### src/rtl/ir_cmd_scheduler.sv
// ir_cmd_scheduler: validates NEC frames, tags held-button repeats, queues commands, resets the decoder on error.
// Latency: new_code_in at N -> CHECK N+1 -> PUSH N+2 -> cmd_valid_out at N+3 when the FIFO was empty.
// Backpressure: cmd_ready_in pops the FWFT head; a frame meeting a full FIFO is dropped and counted.
// Optional IR_ADDR_FILTER_EN: only frames addressed to ADDR are accepted.

module ir_cmd_fifo #(
    parameter int WIDTH = 17,
    parameter int DEPTH = 4
) (
    input  logic             i_clk,
    input  logic             i_rst_n,
    input  logic             i_wr_vld,
    input  logic [WIDTH-1:0] i_wr_dat,
    output logic             o_wr_rdy,
    output logic             o_rd_vld,
    output logic [WIDTH-1:0] o_rd_dat,
    input  logic             i_rd_rdy
);
    localparam int AW = $clog2(DEPTH);
    localparam int CW = $clog2(DEPTH) + 1;

    logic [WIDTH-1:0] r_mem [DEPTH];
    logic [AW-1:0]    r_wr_ptr;
    logic [AW-1:0]    r_rd_ptr;
    logic [CW-1:0]    r_count;
    logic             w_full;
    logic             w_push;
    logic             w_pop;

    assign w_full   = (r_count == CW'(DEPTH));
    assign o_rd_vld = (r_count != '0);
    // A full FIFO can still take a write when the head leaves in the same cycle.
    assign o_wr_rdy = !w_full || i_rd_rdy;
    assign w_pop    = o_rd_vld && i_rd_rdy;
    assign w_push   = i_wr_vld && o_wr_rdy;
    assign o_rd_dat = o_rd_vld ? r_mem[r_rd_ptr] : '0;

    always_ff @(posedge i_clk or negedge i_rst_n) begin
        if (!i_rst_n) begin
            r_wr_ptr <= '0;
            r_rd_ptr <= '0;
            r_count  <= '0;
        end else begin
            if (w_push) begin
                r_wr_ptr <= r_wr_ptr + AW'(1);
            end
            if (w_pop) begin
                r_rd_ptr <= r_rd_ptr + AW'(1);
            end
            case ({w_push, w_pop})
                2'b10:   r_count <= r_count + CW'(1);
                2'b01:   r_count <= r_count - CW'(1);
                default: r_count <= r_count;
            endcase
        end
    end

    always_ff @(posedge i_clk) begin
        if (w_push) begin
            r_mem[r_wr_ptr] <= i_wr_dat;
        end
    end
endmodule

module ir_cmd_scheduler #(
    parameter logic [7:0] ADDR           = 8'h20,
    parameter int         FIFO_DEPTH     = 4,
    parameter int         HOLD_CYCLES    = 11000000,
    parameter int         RECOVER_CYCLES = 16
) (
    input  logic        clk_in,
    input  logic        rst_n_in,
    input  logic [31:0] code_in,
    input  logic        new_code_in,
    input  logic [2:0]  error_in,
    output logic        dec_rst_out,
    output logic [7:0]  cmd_out,
    output logic [7:0]  addr_out,
    output logic        repeat_out,
    output logic        cmd_valid_out,
    input  logic        cmd_ready_in,
    output logic [7:0]  drop_count_out,
    output logic [1:0]  state_out
);
    typedef enum logic [1:0] {
        ST_IDLE    = 2'd0,
        ST_CHECK   = 2'd1,
        ST_PUSH    = 2'd2,
        ST_RECOVER = 2'd3
    } state_t;

    typedef struct packed {
        logic [7:0] addr;
        logic [7:0] cmd;
        logic       rpt;
    } meta_t;

    localparam int TW = $clog2(HOLD_CYCLES + 1);
    localparam int RW = $clog2(RECOVER_CYCLES) + 1;

    state_t      r_state;
    state_t      w_state_nxt;
    logic [31:0] r_code;
    logic [31:0] r_last_code;
    logic [TW-1:0] r_hold;
    logic [RW-1:0] r_rec_cnt;
    logic [7:0]  r_drop;

    logic        w_code_ok;
    logic        w_addr_ok;
    logic        w_repeat;
    logic        w_latch;
    logic        w_rec_start;
    logic        w_fifo_wr_vld;
    logic        w_fifo_wr_rdy;
    logic        w_fifo_rd_vld;
    meta_t       w_fifo_wr_dat;
    meta_t       w_fifo_rd_dat;
    logic        w_drop_busy;
    logic        w_drop_fsm;
    logic [8:0]  w_drop_sum;

    assign w_code_ok = (r_code[23:16] == ~r_code[31:24]) && (r_code[7:0] == ~r_code[15:8]);
`ifdef IR_ADDR_FILTER_EN
    assign w_addr_ok = (r_code[31:24] == ADDR);
`else
    assign w_addr_ok = (r_code[31:24] == ADDR) || 1'b1;
`endif

    // A repeat is the same full frame seen again while the hold window is still open.
    assign w_repeat      = (r_code == r_last_code) && (r_hold != '0);
    assign w_fifo_wr_dat = '{addr: r_code[31:24], cmd: r_code[15:8], rpt: w_repeat};
    assign w_drop_busy   = new_code_in && (r_state != ST_IDLE);

    always_comb begin
        w_state_nxt   = r_state;
        w_latch       = 1'b0;
        w_rec_start   = 1'b0;
        w_fifo_wr_vld = 1'b0;
        w_drop_fsm    = 1'b0;
        case (r_state)
            ST_IDLE: begin
                if (error_in != 3'd0) begin
                    w_state_nxt = ST_RECOVER;
                    w_rec_start = 1'b1;
                    w_drop_fsm  = new_code_in;
                end else if (new_code_in) begin
                    w_state_nxt = ST_CHECK;
                    w_latch     = 1'b1;
                end
            end
            ST_CHECK: begin
                if (w_code_ok && w_addr_ok) begin
                    w_state_nxt = ST_PUSH;
                end else begin
                    w_state_nxt = ST_IDLE;
                    w_drop_fsm  = 1'b1;
                end
            end
            ST_PUSH: begin
                w_fifo_wr_vld = 1'b1;
                w_drop_fsm    = !w_fifo_wr_rdy;
                w_state_nxt   = ST_IDLE;
            end
            ST_RECOVER: begin
                if (r_rec_cnt == '0) begin
                    w_state_nxt = ST_IDLE;
                end
            end
            default: w_state_nxt = ST_IDLE;
        endcase
    end

    // Up to two drops can land in one cycle (internal reject plus a strobe while busy).
    assign w_drop_sum = {1'b0, r_drop} + {8'd0, w_drop_busy} + {8'd0, w_drop_fsm};

    always_ff @(posedge clk_in or negedge rst_n_in) begin
        if (!rst_n_in) begin
            r_state <= ST_IDLE;
        end else begin
            r_state <= w_state_nxt;
        end
    end

    always_ff @(posedge clk_in or negedge rst_n_in) begin
        if (!rst_n_in) begin
            r_code      <= '0;
            r_last_code <= '0;
            r_hold      <= '0;
            r_rec_cnt   <= '0;
            r_drop      <= '0;
        end else begin
            if (w_latch) begin
                r_code <= code_in;
            end
            if (r_state == ST_PUSH) begin
                r_last_code <= r_code;
                r_hold      <= TW'(HOLD_CYCLES);
            end else if (r_hold != '0) begin
                r_hold <= r_hold - TW'(1);
            end
            if (w_rec_start) begin
                r_rec_cnt <= RW'(RECOVER_CYCLES - 1);
            end else if (r_rec_cnt != '0) begin
                r_rec_cnt <= r_rec_cnt - RW'(1);
            end
            r_drop <= w_drop_sum[8] ? 8'hFF : w_drop_sum[7:0];
        end
    end

    ir_cmd_fifo #(
        .WIDTH ($bits(meta_t)),
        .DEPTH (FIFO_DEPTH)
    ) u_fifo (
        .i_clk    (clk_in),
        .i_rst_n  (rst_n_in),
        .i_wr_vld (w_fifo_wr_vld),
        .i_wr_dat (w_fifo_wr_dat),
        .o_wr_rdy (w_fifo_wr_rdy),
        .o_rd_vld (w_fifo_rd_vld),
        .o_rd_dat (w_fifo_rd_dat),
        .i_rd_rdy (cmd_ready_in)
    );

    assign dec_rst_out    = (r_state == ST_RECOVER);
    assign state_out      = r_state;
    assign cmd_valid_out  = w_fifo_rd_vld;
    assign cmd_out        = w_fifo_rd_dat.cmd;
    assign addr_out       = w_fifo_rd_dat.addr;
    assign repeat_out     = w_fifo_rd_dat.rpt;
    assign drop_count_out = r_drop;
endmodule

### config.mk
export PLATFORM = sky130hd
export DESIGN_NAME = ir_cmd_scheduler
export DESIGN_NICKNAME = d
export VERILOG_FILES = /design/src/rtl/ir_cmd_scheduler.sv
export SDC_FILE = /design/constraint.sdc
export NUM_CORES = 1
export LEC_CHECK = 0
export BUFFER_PORTS_ARGS = -buffer_cell sky130_fd_sc_hd__buf_2
export CAP_MARGIN = 20
export CORE_MARGIN = 4
export CORE_UTILIZATION = 46
export CTS_CLUSTER_DIAMETER = 100
export DETAILED_ROUTE_END_ITERATION = 10
export PLACE_DENSITY = 0.63
export SLEW_MARGIN = 0
export SYNTH_ARGS = -nofsm -noshare
export SYNTH_HDL_FRONTEND = slang
export SYNTH_SLANG_ARGS = --single-unit
### constraint.sdc
create_clock -name clk_in -period 3.58 [get_ports clk_in]
set_input_delay 0.179 -clock clk_in [delete_from_list [all_inputs] [get_ports clk_in]]
set_output_delay 0.179 -clock clk_in [all_outputs]
set_load 0.03 [all_outputs]
# After elaboration in Yosys (flattened, before gate mapping)
# Memories as Yosys holds them, arrays and structs flattened.
# Index checks and enable logic that the tools add are counted.
[word_totals]
register_bits = 110
ram_bits = 68
output_inout_bits = 29
wordCells = 73
memories = 1
[mem_list]
columns = ["memory", "depth", "word_bits", "rd", "rd_ports_with_merged_regs", "write_ports", "line", "text"]
rows = [
  ["u_fifo.r_mem", 4, 17, 1, 0, 1, "22", "logic [WIDTH-1:0] r_mem [DEPTH];"],
]
[op_classes]
addsub = 8
eq_ne = 11
mux = 23
bitwise = 2
n_reduce_logical = 19
[op_table]
columns = ["cell", "n"]
rows = [
  ["2-to-1 mux 24 bit", 2],
  ["equality test 32 bit", 1],
  ["nonzero test 24 bit", 1],
  ["subtractor 24 x 1 -> 24 bit, second input constant", 1],
  ["2-to-1 mux 17 bit", 1],
  ["equality test 8 bit", 2],
  ["NOT 8 bit", 2],
  ["2-to-1 mux 1 bit", 10],
  ["2-to-1 mux 5 bit", 2],
  ["adder 8 x 1 -> 9 bit", 1],
  ["adder 9 x 1 -> 9 bit", 1],
  ["2-to-1 mux 2 bit", 4],
  ["2-to-1 mux 8 bit", 1],
  ["one-hot mux 2 bit (4 select lines)", 1],
  ["nonzero test 2 bit", 4],
  ["equality test 2 bit, second input constant", 3],
  ["one-hot mux 3 bit (2 select lines)", 1],
  ["nonzero test 3 bit", 2],
  ["logical AND 1 bit", 5],
  ["zero test 5 bit", 1],
  ["nonzero test 5 bit", 1],
  ["subtractor 5 x 1 -> 5 bit, second input constant", 1],
  ["adder 2 x 1 -> 2 bit, second input constant", 2],
  ["equality test 2 x 1 -> 1 bit, second input constant", 2],
  ["other kinds (10)", 11],
]

# Depth between registers and ports, before layout
# Gate-level depths: netlist of run 1.
[depth]
ltp_word = 7
depth_mapped = 10

# Cells and area by module
# A second synthesis of run 1 with hierarchy kept.
[unflattened]
cells_unflattened = 631
hier_area_um2 = 7931.4
[by_module_without_submodules]
columns = ["module", "n_inst", "cells_per_inst", "area_each_um2", "seq_area_each_um2"]
rows = [
  ["ir_cmd_scheduler", 1, 484, 4926.0, 2577.5],
  ["ir_cmd_fifo", 1, 147, 3005.4, 2217.1],
]

# Worst setup path before layout of run 1
# Ideal clock, no wire load.
[synth_path]
path_type = "register -> register"
start = "register r_state[1], in the netlist state_out[1]"
end = "register r_drop[4], in the netlist drop_count_out[4]"
setup_time_ns = 0.127
arrival_time_ns = 2.322
t_required_ns = 3.453
slack_ns = 1.130
path_stages_with_launch = 10
n_path_buf = 1
synth_period_minus_slack_ns = 2.450
cell_sequence = "dfrtp_1 > nor2b_1 > clkbuf_1 > a222oi_1 > nor2_1 > fa_1 > ha_1 > nand3_1 > xor2_1 > nand2_1"
[synth_via]
elab_chain_len = 5
elab_cells_between_ends = 9
[synth_rtl]
columns = ["element", "line", "text"]
rows = [
  ["from (decl)", "101", "state_t r_state;"],
  ["from (signal assigned)", "181", "r_state <= w_state_nxt;"],
  ["nonzero test 2 bit", "133", "assign w_drop_busy = new_code_in && (r_state != ST_IDLE);"],
  ["logical AND 1 bit", "133", ""],
  ["adder 8 x 1 -> 9 bit", "175", "assign w_drop_sum = {1'b0, r_drop} + {8'd0, w_drop_busy} + {8'd0, w_drop_fsm};"],
  ["adder 9 x 1 -> 9 bit *", "175", ""],
  ["2-to-1 mux 8 bit *", "207", "r_drop <= w_drop_sum[8] ? 8'hFF : w_drop_sum[7:0];"],
  ["to (signal assigned)", "207", ""],
  ["to (decl)", "107", "logic [7:0] r_drop;"],
]
# Mark *: on every way between the ends. The rest lies on a longest branch, timed or not.
# A chain may end at the register's enable or synchronous reset.

# Final worst setup path of run 1
[layout_path]
start = "register r_code[24]"
end = "register r_drop[2], in the netlist drop_count_out[2]"
[layout_via]
elab_chain_len = 7
[layout_rtl]
columns = ["element", "line", "text"]
rows = [
  ["from (decl)", "103", "logic [31:0] r_code;"],
  ["from (signal assigned)", "194", "r_code <= code_in;"],
  ["NOT 8 bit", "123", "assign w_code_ok = (r_code[23:16] == ~r_code[31:24]) && (r_code[7:0] == ~r_code[15:8]);"],
  ["equality test 8 bit", "123", ""],
  ["logical AND 1 bit", "123", ""],
  ["2-to-1 mux 1 bit", "153", "if (w_code_ok && w_addr_ok) begin"],
  ["one-hot mux 1 bit (3 select lines)", "141", "case (r_state)"],
  ["adder 9 x 1 -> 9 bit", "175", ""],
  ["2-to-1 mux 8 bit", "207", ""],
]
# No other way between the ends.

==> metrics.csv, run 1 <==
metric,value,unit
outcome,finished clean,
grt_use_met3,3.76,%
vias_per_cell,5.24,
post_synth.cell_area_avg,12.8,µm²
end_kind,register,
crit_type,reg -> reg,
grt_max_degree,56,
grt.busiest_layer,met2,
wl_per_cell,17.3,µm
grt_pass1_wl,26700,µm
cts.sinks,178,
grt_pass1_vias,5144,
yosysTopAreaCell,dfrtp_1,
fillCellCount,1403,
overflow,0,
p_per_area,879,nW/µm²
r2r_cells,9,
insertion_delay,0.42,ns
final-seq-area,4790,µm²
dpl.cell_count,893,
hp-class,in -> reg,
met1_usage,22.9,%
area_growth,18.0,%
cp-startpoint,r_code[24],
setup_viol,0,
crit_chain,xnor2_1 > nor4_1 > nand4_1 > a222oi_1 > nor2_1 > fa_1 > ha_1 > nand4_1 > nand2_1,
min_to,r_code[23],
stdcell_area,9320,µm²
n_antenna_cell,0,
dp_hpwl,11300,µm
synth_top_area_share,34.8,%
final_nets,766,
rr_endpoint,drop_count_out[2],
startpoint_type,register,
min-delay-start,code_in[23],
yosys_warnings,0,
synthesis.nets,669,
fmaxAchievable,0.327,GHz
synth.distinct_cells,48,
grt_usage,17.6,%
cts_tree,done,
die_y,139,µm
fin_ws,0.519,ns
layout-drive-gt1-share,21.7,%
met2_usage,29.1,%
totalNegativeSetupSlack,0,ns
p_leak,3.80,nW
placed_area,8480,µm²
cts_buffers,17,
cts_buffer_depth,2,
post-route-drc-count,0,
ant_nets,0,
power.total,8.20,mW
worstPathArrival,3.36,ns
ys_top_cells_by_area,"dfrtp_1 35%, edfxtp_1 26%, xnor2_1 7.2%",
fin_crit,3.06,ns
drt-initial-drc-count,258,
die_area,19300,µm²
die_w,139,µm
seq_area_frac_synth,60.7,%
slowest_delay,0.53,ns
num_vias,4973,
cp_max_fo,8,
cp_common_cell,nand4_1,
globalplace.congestion,0.822,
routed_wl,16400,µm
syn_area,7900,µm²
cts_max_level,4,
hold_depth,2,
finalCritPeriodShare,85.5,%
pin_count,68,
multiInputGateArea,2980,µm²
vdd_drop_max,0.401,mV
instances_no_fill,949,
coreArea,16700,µm²
dpl_worst_slack,0.541,ns
crit_required,3.88,ns
rrSetupSlack,0.52,ns
rsz0062_at_grt,false,
rr_startpoint,r_code[24],
cp_slowest_cell,nor4_1,
cts-root-buf,clkbuf_16,
initial_utilization,47.3,%
finalHoldViolCount,0,
clk_pin_slew,0.06,ns
slew_headroom,29.7,%
worstMarginPinSlew,1.05,ns
maxCapViolations,0,
port_buffers,67,
grt_antenna_before_repair,0,
finClkSkew,0.0101,ns
drtPass1Iterations,4,
netlist_instances,619,
synth_seq_cells,178,
slew_violations,0,
num_rows,47,
cells by family (layout without fill, tap and decap cells):
family          after synthesis  after routing  share of synthesized area [%]
xor+xnor                     75             75                           8.31
compound gates               33             33                           2.69
mux                          51             51                           9.66
buf+inv                      31            141                           1.71
simple gates                240            240                           15.0
flops                       178            178                           60.7
fa+ha+maj                    11             11                           1.93
report_power, final:
part	switching, mW	total (mW)	internal [mW]
clock network	0.731	1.89	1.16
registers	0.635	3.46	2.82
logic	1.59	2.86	1.26
cells in the final DEF, fill, tap and decap left out, types with 3 or more instances in the layout:
cell / netlist / layout
ha_1: 9 / 9
inv_1: 11 / 11
o21ai_0: 10 / 10
a21oi_1: 10 / 10
nor2_1: 17 / 17
clkbuf_16: 0 / 17
clkinv_1: 0 / 4
nor4_1: 13 / 13
nand2_1: 122 / 122
nand2b_1: 9 / 9
edfxtp_1: 68 / 68
mux4_2: 17 / 17
nand4_1: 11 / 11
buf_4: 0 / 8
bufinv_16: 0 / 4
a2111oi_0: 4 / 4
dlygate4sd3_1: 0 / 24
mux2_2: 32 / 32
nor3_1: 7 / 7
buf_2: 3 / 66
and2_1: 24 / 24
or3_1: 5 / 5
and3_1: 4 / 4
clkbuf_1: 12 / 3
xor2_1: 10 / 10
nand3_1: 10 / 9
xnor2_1: 65 / 65
dfrtp_1: 110 / 110
layer usage:
metal,part of all wire (%),vias to the layer above
met1,44,2468
met5,0,-
li1,-,2369
met4,2.1,0
met2,50,115
met3,3.9,21
state kept, by name, summed over array words and instances (netlist names):
name,flops
u_fifo.r_rd_ptr,2
u_fifo.r_count,3
r_hold,24
u_fifo.r_mem,68
r_last_code,32
r_code,32
state_out,2
drop_count_out,8
r_rec_cnt,5
u_fifo.r_wr_ptr,2
area by class of cell:
type                       count  share of cell area [%]
clock buffer                  20                    4.68
clock inverter                12                    1.76
inverter                      11                   0.443
multi-input combinational    410                    32.0
sequential                   178                    51.4
tap                          220                    2.95
timing repair buffer          98                    6.76
what timing repair did:
action | in CTS | in global routing
hold buffers | 23 | 1
gates resized for setup | 0 | 0
setup buffers | 0 | 0
hold endpoints to repair | 75 | 1
metrics by stage:
stage	util, %	hold WS [ns]
global placement	50.8	0.272
finish	55.8	0.00766
global route	55.8	0.00121
floorplan	-	-0.117
detailed placement	50.8	0.281
CTS	55.8	0.00314
worst max-delay path: cells and delay by family, from the launching register on:
family          cells  cell delay [ns]
fa+ha+maj           2             0.76
compound gates      1             0.31
simple gates        5             1.24
xor+xnor            1             0.16
flops               1             0.46
Yosys cell counts (all sizes together):
master   instances
nand2b           9
a221o            1
edfxtp          68
inv             11
dfrtp          110
or3              6
a2111oi          5
mux2            32
buf              8
nor2b            3
o21ai           11
or4              4
nand4b           1
mux4            17
xnor2           65
xor2            10
nor4            14
nand2          122
a21oi           10
nor2            17
nor4b            4
mux2i            2
clkbuf          12
or2b             1
nand3b           2
and3             5
nand3           10
o31ai            2
a2111o           1
o211ai           1
a222oi           1
a211oi           1
ha               9
nand4           11
fa               2
nor3             7
and2            24
worst max-delay path by stage:
stage	end	depth (start not counted)	slack (ns)
finish	drop_count_out[2]	9	0.52
global route	drop_count_out[4]	10	0.40
CTS	drop_count_out[2]	9	0.54
detailed placement	drop_count_out[2]	9	0.54
global placement	drop_count_out[4]	10	0.59
floorplan	drop_count_out[4]	9	1.13
Power figures use the tool's default switching activity.
==> run 2: changes to the inputs <==
RECOVER_POWER = 25   (was default)
==> run 2 against run 1 <==
  * Global-route usage unchanged
  * Largest cell class unchanged
  * Combinational power about the same
  * Largest power group unchanged
  * Flip-flop and latch count unchanged
  * Critical endpoint unchanged
  * Sequential power about the same
  * Critical path depth unchanged
  * Cell count unchanged
  * Register-to-register slack about the same
  * Count of clock-buffer cells in the layout unchanged
==> metrics.csv, run 2 (synthesized netlist as in run 1, its figures left out) <==
metric,value,unit,change
num_rows,47,,unchanged
grt_max_degree,56,,unchanged
totalNegativeSetupSlack,0,ns,unchanged
die_y,139,µm,unchanged
rsz0062_at_grt,false,,
vias_per_cell,5.23,,-0.22%
dpl_worst_slack,0.541,ns,unchanged
p_leak,3.80,nW,about the same
cts_setup_buffers,0,,unchanged
final_nets,766,,unchanged
initial_utilization,47.3,%,unchanged
cts-root-buf,clkbuf_16,,
die_w,139,µm,unchanged
finish.utilization,55.8,%,about the same
final-seq-area,4790,µm²,unchanged
whs,0.00798,ns,+0.000320 ns
layout-drive-gt1-share,21.7,%,unchanged
drtPass1Iterations,4,,unchanged
slew_violations,0,,unchanged
vdd_drop_max,0.401,mV,about the same
slew_headroom,9.59,%,-20 points
routed_wl,16400,µm,about the same
dp_hpwl,11300,µm,unchanged
largestRegisters,"u_fifo.r_mem: 68 flops, r_code: 32 flops, r_last_code: 32 flops",,
ant_nets,0,,unchanged
largest-register,u_fifo.r_mem,,
cts_tree,done,,
cts_buffers,17,,unchanged
n_antenna_cell,0,,unchanged
die_area,19300,µm²,unchanged
p_per_area,880,nW/µm²,about the same
pin_count,68,,unchanged
clk_pin_slew,0.06,ns,about the same
overflow,0,,unchanged
drt-initial-drc-count,258,,unchanged
setup_viol,0,,unchanged
fin_crit,3.06,ns,-0.000935 ns
wl_per_cell,17.3,µm,about the same
cts_resized,0,,unchanged
final_common_cell,nand2_1,,
cts_buffer_depth,2,,unchanged
grt_pass1_vias,5144,,unchanged
cts.sinks,178,,unchanged
worstMarginPinSlew,1.36,ns,+0.301 ns
grt_pass1_wl,26700,µm,unchanged
finClkSkew,0.00748,ns,-0.00260 ns
globalplace.congestion,0.822,,unchanged
fillCellCount,1404,,+0.071%
num_vias,4962,,-0.22%
crit_type,reg -> reg,,
startpoint_type,register,,
grt_antenna_before_repair,0,,unchanged
largest_reg_flops,68,,unchanged
maxCapViolations,0,,unchanged
hp-class,in -> reg,,
fmaxAchievable,0.327,GHz,about the same
coreArea,16700,µm²,unchanged
area_growth,17.9,%,about the same
final_cell_mix,"122 x nand2_1, 110 x dfrtp_1, 68 x edfxtp_1, 66 x buf_2, 65 x xnor2_1",,
cts_max_level,4,,unchanged
worstPathArrival,3.36,ns,about the same
outcome,finished clean,,
finalCritPeriodShare,85.5,%,about the same
crit_required,3.88,ns,about the same
insertion_delay,0.42,ns,about the same
post-route-drc-count,0,,unchanged
port_buffers,67,,unchanged
cp_max_fo,8,,unchanged
end_kind,register,,
multiInputGateArea,2980,µm²,unchanged
fin_ws,0.520,ns,+0.000935 ns
finalHoldViolCount,0,,unchanged
grt_usage,17.6,%,unchanged
run 2: changes by cell type in the layout (fill, tap and decap cells not counted):
cell,delta
clkbuf_2,+1
buf_4,-1
run 2: worst paths after layout:
kind                              startpoint                 end  slack (ns)  cells past startpoint
max                               r_code[24]   drop_count_out[2]        0.52                      9
min                              code_in[23]          r_code[23]       0.008                      2
max reg2reg                       r_code[24]   drop_count_out[2]        0.52                      9
min reg2reg                u_fifo.r_count[2]   u_fifo.r_count[2]        0.48                      1
max in group asynchronous           rst_n_in  u_fifo.r_rd_ptr[0]        1.88                      3
min in group asynchronous           rst_n_in        r_rec_cnt[1]        0.59                      2
run 2: worst max-delay path, stage by stage (launching register included):
cell and delay [ns]:
dfrtp_1 0.46, xnor2_1 0.16, nor4_1 0.53, nand4_1 0.27, a222oi_1 0.31, nor2_1 0.10
fa_1 0.47, ha_1 0.29, nand4_1 0.25, nand2_1 0.09
run 2: per-stage QoR:
step,cell area (µm²),power (mW),instances
after global placement,8480,6.27,893
after global routing,9320,8.73,949
final,9320,8.20,949
after floorplan,7900,5.52,619
after detailed placement,8480,6.38,893
after CTS,9310,8.31,948
run 2: cell type report:
cell class	count	share of cell area, %
clock buffers	20	4.68
flip-flops and latches	178	51.4
inverters	11	0.443
clock inverters	12	1.76
repair buffers	98	6.74
multi-input cells	410	32.0
well taps	220	2.95
run 2: repair_timing:
item                                   4_1_cts  5_1_grt
hold buffers                                23        1
setup endpoints to repair                    0        0
endpoints found under the hold margin       75        1
run 2: where the power goes:
group / leakage [nW] / internal [mW] / total (mW) / switching [mW]
clock network: 0.284 / 1.16 / 1.89 / 0.731
registers: 1.98 / 2.82 / 3.46 / 0.636
logic: 1.54 / 1.26 / 2.86 / 1.59
total: 3.80 / 5.24 / 8.20 / 2.96
run 2: per-layer routing:
| metal | share of wire [%] | GRT usage (%) | up-vias | routed length, µm |
|---|---|---|---|---|
| li1 | - | - | 2369 | - |
| met1 | 44 | 22.9 | 2459 | 7180 |
| met2 | 50 | 29.1 | 112 | 8200 |
| met3 | 4.1 | 3.76 | 22 | 672 |
| met4 | 2.1 | 6.69 | 0 | 350 |
| met5 | 0 | 0 | - | 0 |
